--- config.mk ---
export PLATFORM = sky130hd
export DESIGN_NAME = line_option_queue
export DESIGN_NICKNAME = d
export VERILOG_FILES = /design/src/rtl/nonogram_pkg.sv /design/src/rtl/circ_fifo.sv /design/src/rtl/line_option_queue.sv
export SDC_FILE = /design/constraint.sdc
export NUM_CORES = 1
export LEC_CHECK = 0
export ABC_AREA = 1
export BUFFER_PORTS_ARGS = -buffer_cell sky130_fd_sc_hd__buf_2
export CAP_MARGIN = 20
export CORE_MARGIN = 4
export CORE_UTILIZATION = 56
export DETAILED_ROUTE_END_ITERATION = 16
export GPL_TIMING_DRIVEN = 0
export PLACE_DENSITY = 0.77
export SYNTH_ARGS = -nofsm -noshare
export SYNTH_HDL_FRONTEND = slang
export SYNTH_SLANG_ARGS = --single-unit
--- constraint.sdc ---
create_clock -name clk -period 3.58 [get_ports clk]
set_input_delay 0.179 -clock clk [delete_from_list [all_inputs] [get_ports clk]]
set_output_delay 0.179 -clock clk [all_outputs]
set_load 0.02 [all_outputs]
--- src/rtl/nonogram_pkg.sv ---
// Shared types for the nonogram line/option datapath: widths, queue entry and FSM state.
package nonogram_pkg;

    localparam int unsigned MAX_ROWS  = 3;
    localparam int unsigned MAX_COLS  = 3;
    localparam int unsigned NUM_LINES = MAX_ROWS + MAX_COLS;
    localparam int unsigned OPT_W     = (MAX_ROWS > MAX_COLS) ? MAX_ROWS : MAX_COLS;
    localparam int unsigned CNT_W     = 7;
    localparam int unsigned LINE_W    = $clog2(NUM_LINES);

    typedef logic [OPT_W-1:0]  opt_t;
    typedef logic [CNT_W-1:0]  cnt_t;
    typedef logic [LINE_W-1:0] line_idx_t;

    typedef struct packed {
        logic is_index;
        opt_t payload;
    } entry_t;

    typedef enum logic [1:0] {
        IDLE,
        LOAD,
        STREAM,
        DONE
    } state_t;

endpackage

--- src/rtl/circ_fifo.sv ---
// Single-clock circular buffer: one push and one pop per cycle, head is a combinational read.
module circ_fifo #(
    parameter int unsigned WIDTH = 4,
    parameter int unsigned DEPTH = 64
) (
    input  logic                     clk,
    input  logic                     rst,
    input  logic                     push,
    input  logic [WIDTH-1:0]         push_data,
    input  logic                     pop,
    input  logic                     flush,
    output logic [WIDTH-1:0]         head,
    output logic                     full,
    output logic                     empty,
    output logic [$clog2(DEPTH):0]   count
);

    localparam int unsigned PTR_W = $clog2(DEPTH);
    localparam logic [PTR_W:0] FULL_CNT = (PTR_W + 1)'(DEPTH);

    logic [WIDTH-1:0] mem [DEPTH];
    logic [PTR_W-1:0] rd_q, wr_q;
    logic [PTR_W:0]   cnt_q;
    logic             do_push, do_pop;

    assign empty   = (cnt_q == '0);
    assign full    = (cnt_q == FULL_CNT);
    assign count   = cnt_q;
    assign head    = mem[rd_q];
    assign do_pop  = pop && !empty;
    // A full queue still takes a push when the same cycle frees a slot.
    assign do_push = push && (!full || do_pop);

    always_ff @(posedge clk) begin
        if (rst) begin
            rd_q  <= '0;
            wr_q  <= '0;
            cnt_q <= '0;
        end else if (flush) begin
            rd_q  <= wr_q;
            cnt_q <= '0;
        end else begin
            if (do_push) wr_q <= wr_q + 1'b1;
            if (do_pop)  rd_q <= rd_q + 1'b1;
            case ({do_push, do_pop})
                2'b10:   cnt_q <= cnt_q + 1'b1;
                2'b01:   cnt_q <= cnt_q - 1'b1;
                default: cnt_q <= cnt_q;
            endcase
        end
    end

    always_ff @(posedge clk) begin
        if (do_push && !flush) mem[wr_q] <= push_data;
    end

endmodule

--- src/rtl/line_option_queue.sv ---
// Circular header/option store replaying lines round-robin to the solver and tracking
// per-line option counts, round boundaries and stuck/done status.
module line_option_queue
    import nonogram_pkg::*;
#(
    parameter int unsigned DEPTH = 64
) (
    input  logic                       clk,
    input  logic                       rst,
    input  logic                       load_valid,
    input  logic                       load_is_index,
    input  logic [OPT_W-1:0]           load_data,
    output logic                       load_ready,
    input  logic                       load_done,
    output logic [OPT_W-1:0]           option,
    output logic                       option_valid,
    output logic                       option_is_index,
    output logic                       started,
    input  logic                       put_back,
    input  logic                       solved,
    output logic [NUM_LINES*CNT_W-1:0] old_options_amnt,
    output logic                       round_done,
    output logic                       stuck,
    output logic                       overflow,
    output logic                       busy
);

    localparam int unsigned PTR_W = $clog2(DEPTH);
    localparam logic [PTR_W:0] FULL_CNT = (PTR_W + 1)'(DEPTH);
    localparam cnt_t      CNT_MAX   = '1;
    localparam line_idx_t LAST_LINE = line_idx_t'(NUM_LINES - 1);

    state_t         state_q, state_d;
    entry_t         head, hold_q, push_data, load_entry;
    logic           hold_valid_q, first_pop_q;
    logic           fifo_push, fifo_pop, fifo_flush, fifo_full, fifo_empty;
    logic [PTR_W:0] fifo_count;
    line_idx_t      load_line_q, stream_line_q;
    cnt_t           load_cnt_q [NUM_LINES];
    cnt_t           load_cnt_d [NUM_LINES];
    cnt_t           new_cnt_q  [NUM_LINES];
    cnt_t           old_cnt_q  [NUM_LINES];
    logic           load_accept, hold_push, boundary, counts_equal, ovf_set;

    circ_fifo #(
        .WIDTH ($bits(entry_t)),
        .DEPTH (DEPTH)
    ) u_fifo (
        .clk       (clk),
        .rst       (rst),
        .push      (fifo_push),
        .push_data (push_data),
        .pop       (fifo_pop),
        .flush     (fifo_flush),
        .head      (head),
        .full      (fifo_full),
        .empty     (fifo_empty),
        .count     (fifo_count)
    );

    assign load_entry  = '{is_index: load_is_index, payload: load_data};
    assign load_ready  = ((state_q == IDLE) || (state_q == LOAD)) && !fifo_full;
    assign load_accept = load_valid && load_ready;
    assign busy        = (state_q == STREAM);
    assign hold_push   = hold_valid_q && (hold_q.is_index || put_back);
    // Header 0 in the hold slot marks a round edge, except on the very first pop.
    assign boundary    = hold_valid_q && hold_q.is_index && (hold_q.payload == '0) && !started;

    always_comb begin
        counts_equal = 1'b1;
        old_options_amnt = '0;
        for (int i = 0; i < NUM_LINES; i++) begin
            if (new_cnt_q[i] != old_cnt_q[i]) counts_equal = 1'b0;
            old_options_amnt[i*CNT_W +: CNT_W] = old_cnt_q[i];
        end
    end

    always_comb begin
        for (int i = 0; i < NUM_LINES; i++) load_cnt_d[i] = load_cnt_q[i];
        if (load_accept && !load_is_index && (load_line_q <= LAST_LINE) &&
            (load_cnt_q[load_line_q] != CNT_MAX)) begin
            load_cnt_d[load_line_q] = load_cnt_q[load_line_q] + 1'b1;
        end
    end

    always_comb begin
        state_d    = state_q;
        fifo_push  = 1'b0;
        fifo_pop   = 1'b0;
        fifo_flush = 1'b0;
        push_data  = load_entry;
        unique case (state_q)
            IDLE: begin
                if (load_accept) begin
                    fifo_push = 1'b1;
                    state_d   = LOAD;
                end
            end
            LOAD: begin
                fifo_push = load_accept;
                if (load_done) state_d = STREAM;
            end
            STREAM: begin
                if (solved) begin
                    fifo_flush = 1'b1;
                    state_d    = DONE;
                end else begin
                    fifo_pop  = !fifo_empty;
                    fifo_push = hold_push;
                    push_data = hold_q;
                    if (fifo_empty && !hold_push) state_d = DONE;
                end
            end
            DONE: state_d = DONE;
            default: state_d = IDLE;
        endcase
        ovf_set = (((state_q == IDLE) || (state_q == LOAD)) && load_valid &&
                   (fifo_count == FULL_CNT)) ||
                  ((state_q == STREAM) && fifo_push && fifo_full && !fifo_pop);
    end

    always_ff @(posedge clk) begin
        if (rst) begin
            state_q         <= IDLE;
            hold_valid_q    <= 1'b0;
            hold_q          <= '0;
            first_pop_q     <= 1'b0;
            option          <= '0;
            option_valid    <= 1'b0;
            option_is_index <= 1'b0;
            started         <= 1'b0;
            round_done      <= 1'b0;
            stuck           <= 1'b0;
            overflow        <= 1'b0;
            load_line_q     <= '0;
            stream_line_q   <= '0;
            for (int i = 0; i < NUM_LINES; i++) begin
                load_cnt_q[i] <= '0;
                new_cnt_q[i]  <= '0;
                old_cnt_q[i]  <= '0;
            end
        end else begin
            state_q      <= state_d;
            round_done   <= 1'b0;
            started      <= 1'b0;
            option_valid <= 1'b0;
            if (ovf_set) overflow <= 1'b1;
            for (int i = 0; i < NUM_LINES; i++) load_cnt_q[i] <= load_cnt_d[i];
            if (load_accept && load_is_index) load_line_q <= line_idx_t'(load_data);

            if ((state_q == LOAD) && load_done) begin
                first_pop_q <= 1'b1;
                for (int i = 0; i < NUM_LINES; i++) begin
                    old_cnt_q[i] <= load_cnt_d[i];
                    new_cnt_q[i] <= '0;
                end
            end

            if (state_q == STREAM) begin
                if (solved) begin
                    hold_valid_q <= 1'b0;
                end else begin
                    hold_valid_q <= fifo_pop;
                    if (fifo_pop) begin
                        hold_q          <= head;
                        option          <= head.payload;
                        option_is_index <= head.is_index;
                        option_valid    <= 1'b1;
                        started         <= first_pop_q;
                        first_pop_q     <= 1'b0;
                        if (head.is_index) stream_line_q <= line_idx_t'(head.payload);
                    end
                    // stream_line_q still names the held option's line on a header pop edge.
                    if (hold_push && !hold_q.is_index && (stream_line_q <= LAST_LINE) &&
                        (new_cnt_q[stream_line_q] != CNT_MAX)) begin
                        new_cnt_q[stream_line_q] <= new_cnt_q[stream_line_q] + 1'b1;
                    end
                    if (boundary) begin
                        round_done <= 1'b1;
                        if (counts_equal) stuck <= 1'b1;
                        for (int i = 0; i < NUM_LINES; i++) begin
                            old_cnt_q[i] <= new_cnt_q[i];
                            new_cnt_q[i] <= '0;
                        end
                    end
                end
            end
        end
    end

endmodule

Word level (Yosys, flattened, before mapping)

Memories as Yosys holds them, arrays and structs flattened. A register that Yosys moved wholly into a read port is not among the register bits.
Cells that the tools add are included.

Memory bits (writable): 382
Flip-flop bits (word level): 38
Memories: 4

Memories:

| name       | depth | width | rd ports | clocked after Yosys merged registers in | wr ports | line                    | RTL |
|---|---|---|---|---|---|---|---|
| u_fifo.mem | 64    | 4     | 1        | 1                                       | 1        | circ_fifo.sv:21         | `logic [WIDTH-1:0] mem [DEPTH];` |
| load_cnt_q | 6     | 7     | 7        | 1                                       | 6        | line_option_queue.sv:39 | `cnt_t load_cnt_q [NUM_LINES];` |
| new_cnt_q  | 6     | 7     | 7        | 1                                       | 6        | line_option_queue.sv:41 | `cnt_t new_cnt_q [NUM_LINES];` |
| old_cnt_q  | 6     | 7     | 6        | 0                                       | 6        | line_option_queue.sv:42 | `cnt_t old_cnt_q [NUM_LINES];` |

Reduce and logical (&&, ||, !) cells: 50
Add/sub/neg operators: 6
Mux-type cells: 90
Equal/unequal tests: 17
Bitwise logic cells: 35
Order comparisons: 4

Operator list:

| kind                                                               | count |
|---|---|
| 7-bit two-way mux                                                  | 32 |
| 42-bit bitwise mux                                                 | 1 |
| 42-bit two-way mux                                                 | 1 |
| 7-bit != test                                                      | 6 |
| 1-bit two-way mux                                                  | 37 |
| 1-bit OR                                                           | 30 |
| 1-bit logical AND                                                  | 24 |
| 6-bit two-way mux                                                  | 4 |
| 7-bit by 1-bit adder with 7-bit output, second input constant      | 3 |
| 7-bit demux with 3-bit select                                      | 1 |
| 3-bit two-way mux                                                  | 5 |
| 7-bit != test, second input constant                               | 2 |
| 7-bit one-hot mux with 2 select lines                              | 1 |
| 6-bit by 1-bit adder with 6-bit output, second input constant      | 2 |
| 1-bit logical NOT                                                  | 8 |
| 2-bit two-way mux                                                  | 4 |
| 4-bit two-way mux                                                  | 2 |
| 2-bit one-hot mux with 4 select lines                              | 1 |
| 4-bit AND reduction                                                | 2 |
| 7-bit == test, second input constant                               | 1 |
| 7-bit logical NOT                                                  | 1 |
| 7-bit OR reduction                                                 | 1 |
| 7-bit by 1-bit subtractor with 7-bit output, second input constant | 1 |
| 2-bit == test, second input constant                               | 3 |
| other kinds (18)                                                   | 29 |

Logic depth before layout (Yosys ltp)

Gate-level depths: netlist of the first run.

Word-level depth: 12
Depth in mapped cells: 18
Mapped depth without buffers: 18

Modules after synthesis

A second synthesis of the first run with hierarchy kept.

Cell total of the unflattened synthesis: 2137
Area, all modules: 20363.3 um2

Modules (own cells, without submodules):

| module            | cells each | area an instance (um2) | seq. area each (um2) | instances |
|---|---|---|---|---|
| circ_fifo         | 1121       | 11999.0                | 8187.9               | 1 |
| line_option_queue | 1016       | 8364.3                 | 4284.1               | 1 |

Worst setup path after synthesis of the first run

Ideal clock, no wire load.

Path type: register -> register
Start point: register state_q[1]
End point: memory u_fifo.mem[0][0], data pin
Cell stages (with the launch flop): 5
Setup time: 702 ps
Period minus slack after synthesis: 4012 ps
Setup slack: -432 ps
Required time: 2878 ps
Data arrival time: 3310 ps
Path buffers: 0
Cell sequence: dfxtp_1 > inv_2 > nor2_4 > nand2_2 > o21ai_0

RTL lines:

| element                | line                     | RTL |
|---|---|---|
| start, declared        | line_option_queue.sv:33  | `state_t state_q, state_d;` |
| start signal, assigned | line_option_queue.sv:143 | `state_q <= state_d;` |
| end, declared          | circ_fifo.sv:21          |  |

Worst setup path after layout of the first run

Start point: register u_fifo.cnt_q[0] (netlist: u_fifo.count[0])
End point: memory u_fifo.mem[38][0] (enable)

Word-level cells in the longest chain between the ends: 10

Ends and longest elaborated chain:

| element                                                                          | line                                              | RTL |
|---|---|---|
| start, declared                                                                  | circ_fifo.sv:23                                   | `logic [PTR_W:0] cnt_q;` |
| start signal, assigned                                                           | circ_fifo.sv:46                                   | `2'b10: cnt_q <= cnt_q + 1'b1;` |
| start signal, assigned                                                           | circ_fifo.sv:47                                   | `2'b01: cnt_q <= cnt_q - 1'b1;` |
| start signal, assigned                                                           | circ_fifo.sv:48                                   | `default: cnt_q <= cnt_q;` |
| 7-bit == test / 7-bit logical NOT (equally long branches)                        | circ_fifo.sv:27, circ_fifo.sv:26                  |  |
| 1-bit logical NOT, on equally long branches                                      | -                                                 |  |
| 1-bit logical AND / 1-bit two-way mux (equally long branches)                    | line_option_queue.sv:62, line_option_queue.sv:104 |  |
| 1-bit logical AND / 1-bit two-way mux (equally long branches)                    | line_option_queue.sv:63, line_option_queue.sv:92  |  |
| 1-bit two-way mux / 1-bit logical AND (equally long branches)                    | line_option_queue.sv:94, circ_fifo.sv:30          |  |
| 1-bit one-hot mux with 3 select lines / 1-bit logical OR (equally long branches) | line_option_queue.sv:92, circ_fifo.sv:32          |  |
| 1-bit logical AND *                                                              | circ_fifo.sv:32                                   | `assign do_push = push && (!full \|\| do_pop);` |
| 1-bit logical AND *                                                              | circ_fifo.sv:54                                   | `if (do_push && !flush) mem[wr_q] <= push_data;` |
| 1-bit two-way mux *                                                              | circ_fifo.sv:54                                   |  |
| 1-bit two-way mux (implied by the code) *                                        | circ_fifo.sv:54                                   |  |

Every way passes the cells marked *; elsewhere a longest branch is shown, timed or not.

==> run_results.csv, run 1 <==
group,metric,value,unit
cells_and_area,nFillCells,2793,
synthesis,ys_ff_latch,446,
global_routing,grt_first_pass_wirelength,89.1,mm
global_routing,grt_pass1_vias,15200,
place,gp_congestion,0.976,
global_routing,antenna_found_initial,0,
worst_setup_path,crit_fanout,8,
synthesis,ys.flop_type,"edfxtp_1",
synthesis,netlist_instances,2093,
cells_and_area,final_cell_mix,"nand2_1, edfxtp_1, nand3_1",
sta,report.final.slew_viol_count,0,
drt,post-route-drc-count,0,
clock_tree,cts-root-buf,"clkbuf_16",
worst_setup_path,slowest_stage,"nand4_1",
global_routing,use_met1,0.448,
sta,hold_viol_final,0,
global_routing,grt-ovfl-total,0,
drt,first_pass_iters,5,
power,powerDensity,541,mW/mm^2
synthesis,synth_edf_count,354,
clock_tree,cts_made_buffers,45,
clock_tree,clock_latency,0.58,ns
global_routing,grt.busiest_layer,"met2",
synthesis,async_reset_ff_frac,0,
floorplanning,dieArea,0.0388,sq mm
global_routing,grt_util_met2,0.452,
sta,finalCriticalPeriod,3.36,ns
worst_setup_path,required,3.80,ns
drt,wirelength,59.5,mm
run_status,status,"finished clean",
sta,setup_viol,0,
sta,skew,0.0195,ns
cells_and_area,layout_commonest_cell,"nand2_1",
drt,drt_iter0_markers,2556,
clock_tree,post-cts-setup-buffers,0,
cells_and_area,synthToLayoutAreaGrowth,13.0,%
min_path,min_path_cells,3,
synthesis,avgSynthCellArea,9.56,sq um
place,hpwl,41.8,mm
power,p_total,12.2,mW
synthesis,synthesis.area,0.0200,sq mm
floorplanning,initial_utilization,0.574,
floorplanning,fp.coreArea,0.0349,sq mm
worst_setup_path,crit_path_end_kind,"register",
worst_setup_path,crit_top_cell,"nor2_1",
sta,slew_headroom,0.348,
synthesis,synth_area_leaders,"edfxtp_1, nand2_1, dfxtp_1",
drt,via_per_inst,5.94,
clock_tree,cts_buffer_depth,3,
sta,period_share,0.938,
drt,ant_nets,0,
global_routing,grtUsageTotal,0.303,
global_routing,use_met3,0.0754,
min_path,hp-class,"primary input to register",
synthesis,synth_top_area_cell,"edfxtp_1",
job,cap_viol_max_count,0,
cells_and_area,antenna_cells,0,
sta,max_freq,298,MHz
clock_tree,cts_max_level,2,
worst_setup_path,critPathBufInv,2,
worst_setup_path,crit_path_cell_trace,"inv_1 -> nand3_1 -> nor2_1 -> nor2_1 -> nor2_4 -> inv_1 -> nand4_1 -> nor2_1",
worst_setup_path,slowest_delay,0.72,ns
floorplanning,num_rows,68,
drt,wire_per_inst,21.9,um
worst_setup_path,r2r_cells,8,
worst_setup_path,r2r_slack,0.22,ns
sta,rsz0062_at_grt,"false",
min_path,worst_hold_startpoint,"load_is_index",
sta,max_slew.worst_pin.slew,0.974,ns
floorplanning,ios,63,
synthesis,yosysTopAreaCellShare,0.531,
global_routing,grt_max_degree,41,
drt,vias,16100,
synthesis,synth.distinct_cells,50,
clock_tree,clk_pin_slew,0.06,ns
cells_and_area,drive_above_1_share,0.0988,
synthesis,ys_warn_count,0,
floorplanning,die_y,197,um
worst_setup_path,r2r_end,"u_fifo.mem[38][0]",
clock_tree,clock-sinks,446,
worst_setup_path,start_kind,"register",
power,ir_drop,0.000456,V
power,leakagePower,8.95,nW
worst_setup_path,crit_type,"register to register",
worst_setup_path,critPathArrivalTime,3.57,ns
worst_setup_path,path_delay_family,"simple AND/OR/NAND/NOR gates",
cells_and_area,post-route-util,0.648,
cells_and_area,nets,2246,
floorplanning,die_w,197,um
place,io_buffers,61,
worst_setup_path,r2r-start,"u_fifo.count[0]",
synthesis,ys_seq_area_frac,0.623,
clock_tree,cts_tree,"done",
## through the flow
| stage | std cells | hold WS (ns) | setup slack [ns] | area, sq um | TNS (ns) |
|---|---|---|---|---|---|
| after floorplan | 2106 | 0.358 | -0.432 | 20100 | -82.87 |
| after global placement | 2622 | 0.452 | -3.82 | 20900 | -691.82 |
| after detailed placement | 2628 | 0.452 | 0.0307 | 21100 | 0 |
| after CTS | 2712 | 0.0329 | 0.00611 | 22600 | 0 |
| after global routing | 2713 | 0.0691 | 0.000388 | 22600 | 0 |
| final | 2713 | 0.0752 | 0.223 | 22600 | 0 |
## cells by family after synthesis
kind of cell             synth area share
other                            0.000187
AO/OA/AOI/OAI                      0.0523
multiplexers                     0.000563
XOR/XNOR                           0.0235
AND/OR/NAND/NOR                     0.245
flip-flops                          0.623
adder cells (fa/ha/maj)           0.00725
buffers and inverters              0.0483
## routing by layer
layer	vias to the layer above	share of wire
li1	7281	-
met1	7613	0.40
met2	1084	0.44
met3	144	0.13
met4	0	0.026
met5	-	0
## cells in the mapped netlist (all sizes together) (7+ instances only)
cell and count:
a21oi 65, buf 45, clkbuf 39, dfxtp 92, edfxtp 354, ha 10, inv 143, nand2 637
nand3 259, nand4 16, nor2 233, nor3 11, o211ai 7, o21ai 93, o22ai 13, xnor2 10
xor2 42
## power by group
part / leakage, nW / switching (mW) / internal [mW]
Combinational: 4.16 / 1.11 / 0.387
Clock: 0.718 / 2.01 / 2.79
Sequential: 4.07 / 0.135 / 5.79
## sequential cells by signal, summed over array words and instances, names as in the netlist, 2 cells and up, named ones only
signal / cells
load_cnt_q: 42
state_q: 2
stream_line_q: 3
new_cnt_q: 56
hold_q: 4
load_line_q: 3
u_fifo.count: 7
u_fifo.mem: 256
u_fifo.rd_q: 6
u_fifo.wr_q: 6
old_cnt_q: 42
## worst min-delay path, cell delays in order
cell and delay, ns:
buf_2 0.15, nand2_1 0.16, a21oi_1 0.10
## area by class of cell
type / count / area [sq um] / area share
repair buffers: 72 / 465 / 0.0206
multi-input cells: 1431 / 6670 / 0.295
plain buffers: 84 / 420 / 0.0186
clock inverters: 20 / 233 / 0.0103
inverters: 145 / 547 / 0.0242
clock buffers: 60 / 1230 / 0.0546
flip-flops and latches: 446 / 12500 / 0.552
well taps: 455 / 569 / 0.0252
## worst max-delay path by stage
stage                    start                 to  slack, ns  depth (start not counted)
4_1_cts        u_fifo.count[0]    u_fifo.count[6]      0.006                         17
2_1_floorplan       state_q[1]   u_fifo.mem[0][0]      -0.43                          4
3_5_place_dp   u_fifo.count[0]    u_fifo.count[6]       0.03                         17
3_3_place_gp        state_q[1]   u_fifo.mem[2][1]      -3.82                          4
6_report       u_fifo.count[0]  u_fifo.mem[38][0]       0.22                          8
5_1_grt        u_fifo.count[0]    u_fifo.count[6]     0.0004                         17
## timing repair
item | 4_1_cts | 5_1_grt
setup endpoints to repair | 0 | 1
gates resized for setup | 0 | 2
hold endpoints to repair | 5 | 0
hold buffers | 4 | 0
Power figures use the tool's default switching activity.
==> inputs of run 2 (changes only) <==
--- a/config.mk
+++ b/config.mk
@@ -9,10 +9,10 @@
 export BUFFER_PORTS_ARGS = -buffer_cell sky130_fd_sc_hd__buf_2
 export CAP_MARGIN = 20
 export CORE_MARGIN = 4
-export CORE_UTILIZATION = 56
+export CORE_UTILIZATION = 62
 export DETAILED_ROUTE_END_ITERATION = 16
 export GPL_TIMING_DRIVEN = 0
-export PLACE_DENSITY = 0.77
+export PLACE_DENSITY = 0.81
 export SYNTH_ARGS = -nofsm -noshare
 export SYNTH_HDL_FRONTEND = slang
 export SYNTH_SLANG_ARGS = --single-unit
==> constraint.sdc (replaced) <==
create_clock -name clk -period 3.9 [get_ports clk]
set_input_delay 0.195 -clock clk [delete_from_list [all_inputs] [get_ports clk]]
set_output_delay 0.195 -clock clk [all_outputs]
set_load 0.02 [all_outputs]
==> run_results.csv, run 2 (same netlist as run 1, synthesis figures left out) <==
group,metric,value,unit
sta,report.final.slew_viol_count,0,
worst_setup_path,crit_start,"u_fifo.count[0]",
power,p_total,11.4,mW
worst_setup_path,r2r_end,"u_fifo.count[6]",
drt,ant_nets,0,
cells_and_area,largest_register,"u_fifo.mem",
sta,final.setup.worst_slack,0.404,ns
place,gp_congestion,1.02,
cells_and_area,multiInputGateArea,0.00666,sq mm
worst_setup_path,r2r_slack,0.40,ns
drt,drt_iter0_markers,2543,
worst_setup_path,path_delay_family,"simple AND/OR/NAND/NOR gates",
worst_setup_path,slowest_delay,0.42,ns
place,pre_cts_ws,0.301,ns
clock_tree,cts_tree,"done",
floorplanning,fp.coreArea,0.0317,sq mm
clock_tree,cts_buffer_depth,3,
sta,max_freq,286,MHz
floorplanning,ios,63,
worst_setup_path,start_kind,"register",
drt,post-route-drc-count,0,
global_routing,grt-ovfl-total,0,
global_routing,antenna_found_initial,4,
clock_tree,cts_max_level,2,
sta,setup_viol,0,
global_routing,grt_first_pass_wirelength,88.5,mm
power,power.share.sequential,0.478,
cells_and_area,largest_register_ff_count,256,
place,io_buffers,61,
clock_tree,post-cts-setup-buffers,0,
floorplanning,num_rows,65,
worst_setup_path,r2r_cells,17,
cells_and_area,seq_area,0.0125,sq mm
clock_tree,clock_latency,0.57,ns
drt,wirelength,59.2,mm
global_routing,grt_max_degree,42,
power,internal_power,8.39,mW
power,p_sw_frac,0.264,
worst_setup_path,cp.depth,17,
clock_tree,cts-root-buf,"clkbuf_16",
run_status,status,"finished clean",
job,cap_viol_max_count,0,
power,ir_drop,0.000434,V
sta,period_share,0.896,
sta,skew,0.0240,ns
drt,vias,16100,
worst_setup_path,crit_path_end_kind,"register",
clock_tree,clock-sinks,446,
sta,max_slew.worst_pin.slew,1.19,ns
power,power_frac_clock,0.401,
drt,wire_per_inst,22.2,um
worst_setup_path,crit_fanout,7,
drt,via_per_inst,6.04,
worst_setup_path,crit_type,"register to register",
floorplanning,initial_utilization,0.631,
power,p_sw,3.01,mW
power,leakagePower,9.01,nW
global_routing,grt_pass1_vias,15000,
place,hpwl,41.6,mm
cells_and_area,largestRegisters,"u_fifo.mem x256, new_cnt_q x56",
worst_setup_path,crit_path_cell_trace,"inv_1 -> nand3_1 -> nor2_1 -> nor2_1 -> nor2_2 -> ha_1 -> inv_1 -> fa_1 -> o21ai_0 -> nand2_1 -> nand2_1 -> a21oi_1 -> nor2_1 -> nor2_1 -> nand2_1 -> nand2_1 -> nor3b_1",
worst_setup_path,endpoint,"u_fifo.count[6]",
clock_tree,cts_made_buffers,45,
power,powerDensity,503,mW/mm^2
worst_setup_path,r2r-start,"u_fifo.count[0]",
sta,slew_headroom,0.198,
sta,hold_viol_final,0,
floorplanning,die_y,188,um
min_path,min_path_cells,3,
min_path,hp-class,"primary input to register",
cells_and_area,nets,2244,
worst_setup_path,required,4.33,ns
sta,finalCriticalPeriod,3.50,ns
cells_and_area,nFillCells,2306,
power,pwr-share-comb,0.121,
global_routing,grtUsageTotal,0.329,
worst_setup_path,critPathBufInv,2,
sta,rsz0062_at_grt,"false",
cells_and_area,layout_commonest_cell,"nand2_1",
clock_tree,clk_pin_slew,0.06,ns
cells_and_area,final_cell_mix,"nand2_1, edfxtp_1, nand3_1",
cells_and_area,synthToLayoutAreaGrowth,13.3,%
worst_setup_path,slowest_stage,"fa_1",
worst_setup_path,critPathArrivalTime,3.92,ns
floorplanning,die_w,188,um
drt,first_pass_iters,5,
floorplanning,dieArea,0.0352,sq mm
cells_and_area,drive_above_1_share,0.104,
==> run 2: changes by cell type in the layout (fill, tap and decap cells not counted), sizes merged <==
cell         previous run  this run
clkinv                 14        13
clkinvlp                0         3
clkbuf                100       104
bufinv                  5         4
diode                   0         4
inv                   146       144
dlygate4sd3             4         3
==> run 2: worst min-delay path by stage <==
stage	startpoint	endpoint
3_3_place_gp	first_pop_q	started
4_1_cts	load_data[2]	load_line_q[2]
6_report	load_data[2]	load_line_q[2]
3_5_place_dp	first_pop_q	started
2_1_floorplan	load_data[1]	register
5_1_grt	load_data[2]	register
==> run 2: cell type report <==
cell class / count / share of cell area
Clock buffer: 65 / 0.0603
Timing Repair Buffer: 70 / 0.0211
Buffer: 84 / 0.0185
Clock inverter: 19 / 0.00955
Multi-Input combinational cell: 1431 / 0.294
Tap cell: 402 / 0.0222
Antenna cell: 4 / 0.000441
Sequential cell: 446 / 0.550
Inverter: 145 / 0.0241
==> run 2: worst min-delay path, delay by kind of cell <==
family,cells,cell delay (ns)
compound gates,2,0.27
buf+inv,1,0.08
==> run 2: metal layers <==
metal  part of all wire  track usage  vias up
met3               0.14       0.0882      163
met2               0.43        0.486     1080
li1                   -            -     7306
met4              0.033        0.107        0
met5                  0            0        -
met1               0.40        0.482     7551
==> run 2: power by group through the flow <==
stage | clock network (mW) | registers [mW] | logic, mW
finish | 4.57 | 5.45 | 1.38
global route | 4.77 | 5.45 | 1.48
CTS | 4.56 | 5.44 | 1.34
detailed placement | 0 | 5.54 | 1.32
global placement | 0 | 5.56 | 1.25
floorplan | 0 | 5.55 | 0.789
==> run 2: stage by stage <==
step                utilization  cells  setup TNS, ns  area (sq um)  hold slack (ns)
floorplan                     -   2106         -21.43         20100            0.374
global placement          0.658   2569        -612.24         20900            0.449
detailed placement        0.664   2575              0         21000            0.459
CTS                       0.714   2662              0         22700           0.0331
global route              0.715   2665              0         22700           0.0950
finish                    0.715   2666              0         22700           0.0344
==> run 2: timing repair <==
item | in CTS | in global routing
gates resized for setup | 0 | 1
hold endpoints to repair | 4 | 0
hold buffers | 3 | 0
setup endpoints to repair | 0 | 1
==> inputs of run 3 (changes only) <==
--- a/config.mk
+++ b/config.mk
@@ -8,11 +8,14 @@
 export ABC_AREA = 1
 export BUFFER_PORTS_ARGS = -buffer_cell sky130_fd_sc_hd__buf_2
 export CAP_MARGIN = 20
+export CORE_ASPECT_RATIO = 1.1
 export CORE_MARGIN = 4
 export CORE_UTILIZATION = 62
 export DETAILED_ROUTE_END_ITERATION = 16
 export GPL_TIMING_DRIVEN = 0
-export PLACE_DENSITY = 0.81
+export PLACE_DENSITY = 0.8
 export SYNTH_ARGS = -nofsm -noshare
 export SYNTH_HDL_FRONTEND = slang
+export SYNTH_HIERARCHICAL = 1
 export SYNTH_SLANG_ARGS = --single-unit
+export TNS_END_PERCENT = 30
==> run_results.csv, run 3 <==
group,metric,value,unit
run_status,status,"finished clean",
floorplanning,ios,63,
clock_tree,cts_made_buffers,45,
synthesis,ys_warn_count,6,
global_routing,grt_first_pass_wirelength,87.3,mm
synthesis,ys.flop_type,"edfxtp_1",
power,p_total,11.2,mW
cells_and_area,synthToLayoutAreaGrowth,13.1,%
sta,setup_viol,0,
worst_setup_path,r2r_cells,21,
synthesis,synth.distinct_cells,51,
sta,slew_headroom,0.395,
clock_tree,clock-sinks,446,
synthesis,avgSynthCellArea,9.53,sq um
job,cap_viol_max_count,0,
clock_tree,cts_buffer_depth,3,
drt,first_pass_iters,6,
synthesis,yosysMostFrequentCell,"nand2_1",
cells_and_area,seq_area,0.0125,sq mm
synthesis,ys_seq_area_frac,0.612,
place,io_buffers,62,
global_routing,grt_max_degree,30,
synthesis,synthesis.area,0.0204,sq mm
worst_setup_path,critPathArrivalTime,3.96,ns
sta,max_freq,286,MHz
synthesis,synth_edf_count,354,
worst_setup_path,critPathBufInv,5,
cells_and_area,largest_register,"u_fifo/mem",
floorplanning,initial_utilization,0.629,
place,dpl.cell_count,2647,
clock_tree,cts_tree,"done",
cells_and_area,instances_no_fill,2731,
place,hpwl,40.9,mm
clock_tree,cts_max_level,2,
synthesis,ys_ff_latch,446,
worst_setup_path,required,4.36,ns
worst_setup_path,slowest_delay,0.42,ns
drt,post-route-drc-count,0,
worst_setup_path,r2r_end,"u_fifo/count[6]",
floorplanning,num_rows,69,
power,ir_drop,0.000458,V
sta,finalCriticalPeriod,3.50,ns
worst_setup_path,start_kind,"register",
worst_setup_path,crit_path_cell_trace,"nor2_1 -> nand2_2 -> inv_2 -> nand3_1 -> inv_1 -> nor2_1 -> inv_1 -> nand2_1 -> inv_1 -> nand3_1 -> inv_1 -> ha_1 -> nand2_1 -> o21ai_0 -> nand2_1 -> nand2_1 -> nand2_1 -> nand2_1 -> nand2_1 -> nand2_1 -> nor2_1",
min_path,hp-class,"primary input to register",
floorplanning,fp.coreArea,0.0324,sq mm
worst_setup_path,crit_fanout,6,
global_routing,grt-ovfl-total,0,
cells_and_area,largestRegisters,"u_fifo/mem x256, new_cnt_q x56",
sta,rsz0062_at_grt,"false",
floorplanning,dieArea,0.0358,sq mm
min_path,worst_hold_startpoint,"rst",
worst_setup_path,r2r_slack,0.40,ns
global_routing,grtUsageTotal,0.316,
global_routing,antenna_found_initial,0,
power,leakagePower,9.25,nW
synthesis,synth_area_leaders,"edfxtp_1, nand2_1, dfxtp_1",
synthesis,yosysTopAreaCellShare,0.522,
worst_setup_path,slowest_stage,"dfxtp_1",
drt,via_per_inst,6.02,
synthesis,synth_top_area_cell,"edfxtp_1",
clock_tree,clock_latency,0.56,ns
sta,max_slew.worst_pin.slew,0.900,ns
sta,final.setup.worst_slack,0.398,ns
cells_and_area,final_cell_mix,"nand2_1, edfxtp_1, nand3_1",
synthesis,netlist_instances,2137,
sta,setup_tns,0,ns
cells_and_area,layout_commonest_cell,"nand2_1",
place,gp_congestion,0.995,
worst_setup_path,crit_path_end_kind,"register",
drt,drt_iter0_markers,1985,
sta,period_share,0.898,
clock_tree,clk_pin_slew,0.06,ns
sta,hold_viol_final,0,
cells_and_area,nFillCells,2342,
global_routing,grt_pass1_vias,15800,
place,placed_area,0.0215,sq mm
drt,wire_per_inst,21.2,um
floorplanning,die_y,198,um
synthesis,async_reset_ff_frac,0,
cells_and_area,nets,2289,
worst_setup_path,crit_type,"register to register",
worst_setup_path,crit_top_cell,"nand2_1",
power,powerDensity,487,mW/mm^2
clock_tree,cts-root-buf,"clkbuf_16",
cells_and_area,final_cell_area,0.0230,sq mm
place,pre_cts_ws,0.561,ns
min_path,min_path_cells,4,
floorplanning,die_w,181,um
worst_setup_path,r2r-start,"u_fifo/count[0]",
drt,wirelength,57.8,mm
synthesis,synth_commonest_cells,"nand2_1, edfxtp_1, nand3_1, nor2_1, inv_1",
cells_and_area,largest_register_ff_count,256,
sta,report.final.slew_viol_count,0,
cells_and_area,multiInputGateArea,0.00701,sq mm
sta,skew,0.0270,ns
worst_setup_path,path_delay_family,"simple AND/OR/NAND/NOR gates",
drt,vias,16400,
cells_and_area,drive_above_1_share,0.119,
min_path,hold_path_end,"u_fifo/wr_q[1]",
drt,ant_nets,0,
## run 3: cell count changes after synthesis, sizes merged, moves of 4 or more
cell    delta
o22ai      -6
buf       +20
inv       -13
xnor2      -4
nor4       +4
nor2      -12
a21oi     -16
o21ai     -22
clkbuf    -14
nand2     +79
nand4      +5
nand3     +29
## run 3: power breakdown
group	switching, mW	internal (mW)
Sequential	0.166	5.35
Combinational	0.953	0.382
Clock	1.79	2.57
## run 3: stage by stage
stage / utilization / hold slack [ns]
after floorplan: - / 0.362
after global placement: 0.657 / 0.439
after detailed placement: 0.665 / 0.466
after CTS: 0.711 / 0.00489
after global routing: 0.711 / 0.0397
final: 0.712 / 0.0342
## run 3: area by class of cell
| cell class | instances | share of cell area |
|---|---|---|
| Buffer | 90 | 0.0207 |
| Tap cell | 426 | 0.0231 |
| Clock buffer | 58 | 0.0537 |
| Antenna cell | 1 | 0.000109 |
| Sequential cell | 446 | 0.541 |
| Clock inverter | 24 | 0.0106 |
| Inverter | 130 | 0.0214 |
| Timing Repair Buffer | 72 | 0.0243 |
| Multi-Input combinational cell | 1484 | 0.304 |
## run 3: layer usage
layer  vias up  wire length [um]  global-route usage
met2       988             27500               0.538
met3       245              5490              0.0487
met4         0              4030               0.180
li1       7451                 -                   -
met1      7744             20800               0.390
met5         -                 0                   0
## run 3: worst max path at each step
stage               startpoint           endpoint  slack, ns  cells after the start
3_3_place_gp        state_q[1]  u_fifo/mem[59][1]      -3.74                      5
5_1_grt        u_fifo/count[0]    u_fifo/count[6]       0.17                     20
2_1_floorplan       state_q[1]   u_fifo/mem[0][0]      -0.23                      5
4_1_cts        u_fifo/count[0]    u_fifo/count[6]       0.51                     21
3_5_place_dp   u_fifo/count[0]  u_fifo/mem[63][0]       0.56                     13
6_report       u_fifo/count[0]    u_fifo/count[6]       0.40                     21
## run 3: worst register-to-register path: cells and delay by family, from the launching register on
kind	cells	cell delay, ns
AOI/OAI and AO/OA	1	0.37
adders and majority gates	1	0.42
buffers and inverters	5	0.53
DFF	1	0.42
and+or+nand+nor	14	1.67
## run 3: logic make-up after synthesis
family                   Yosys count  share of synthesized area
AND/OR/NAND/NOR                 1267                      0.272
AO/OA/AOI/OAI                    146                     0.0394
adder cells (fa/ha/maj)           10                    0.00651
flip-flops                       446                      0.612
multiplexers                       1                   0.000553
XOR/XNOR                          46                     0.0209
buffers and inverters            220                     0.0477
other                              1                   0.000184
## run 3: timing repair
action                                 in CTS  in global routing
endpoints found under the hold margin       2                  0
setup buffers                               0                  0
gates resized for setup                     0                  0
hold buffers                                1                  0
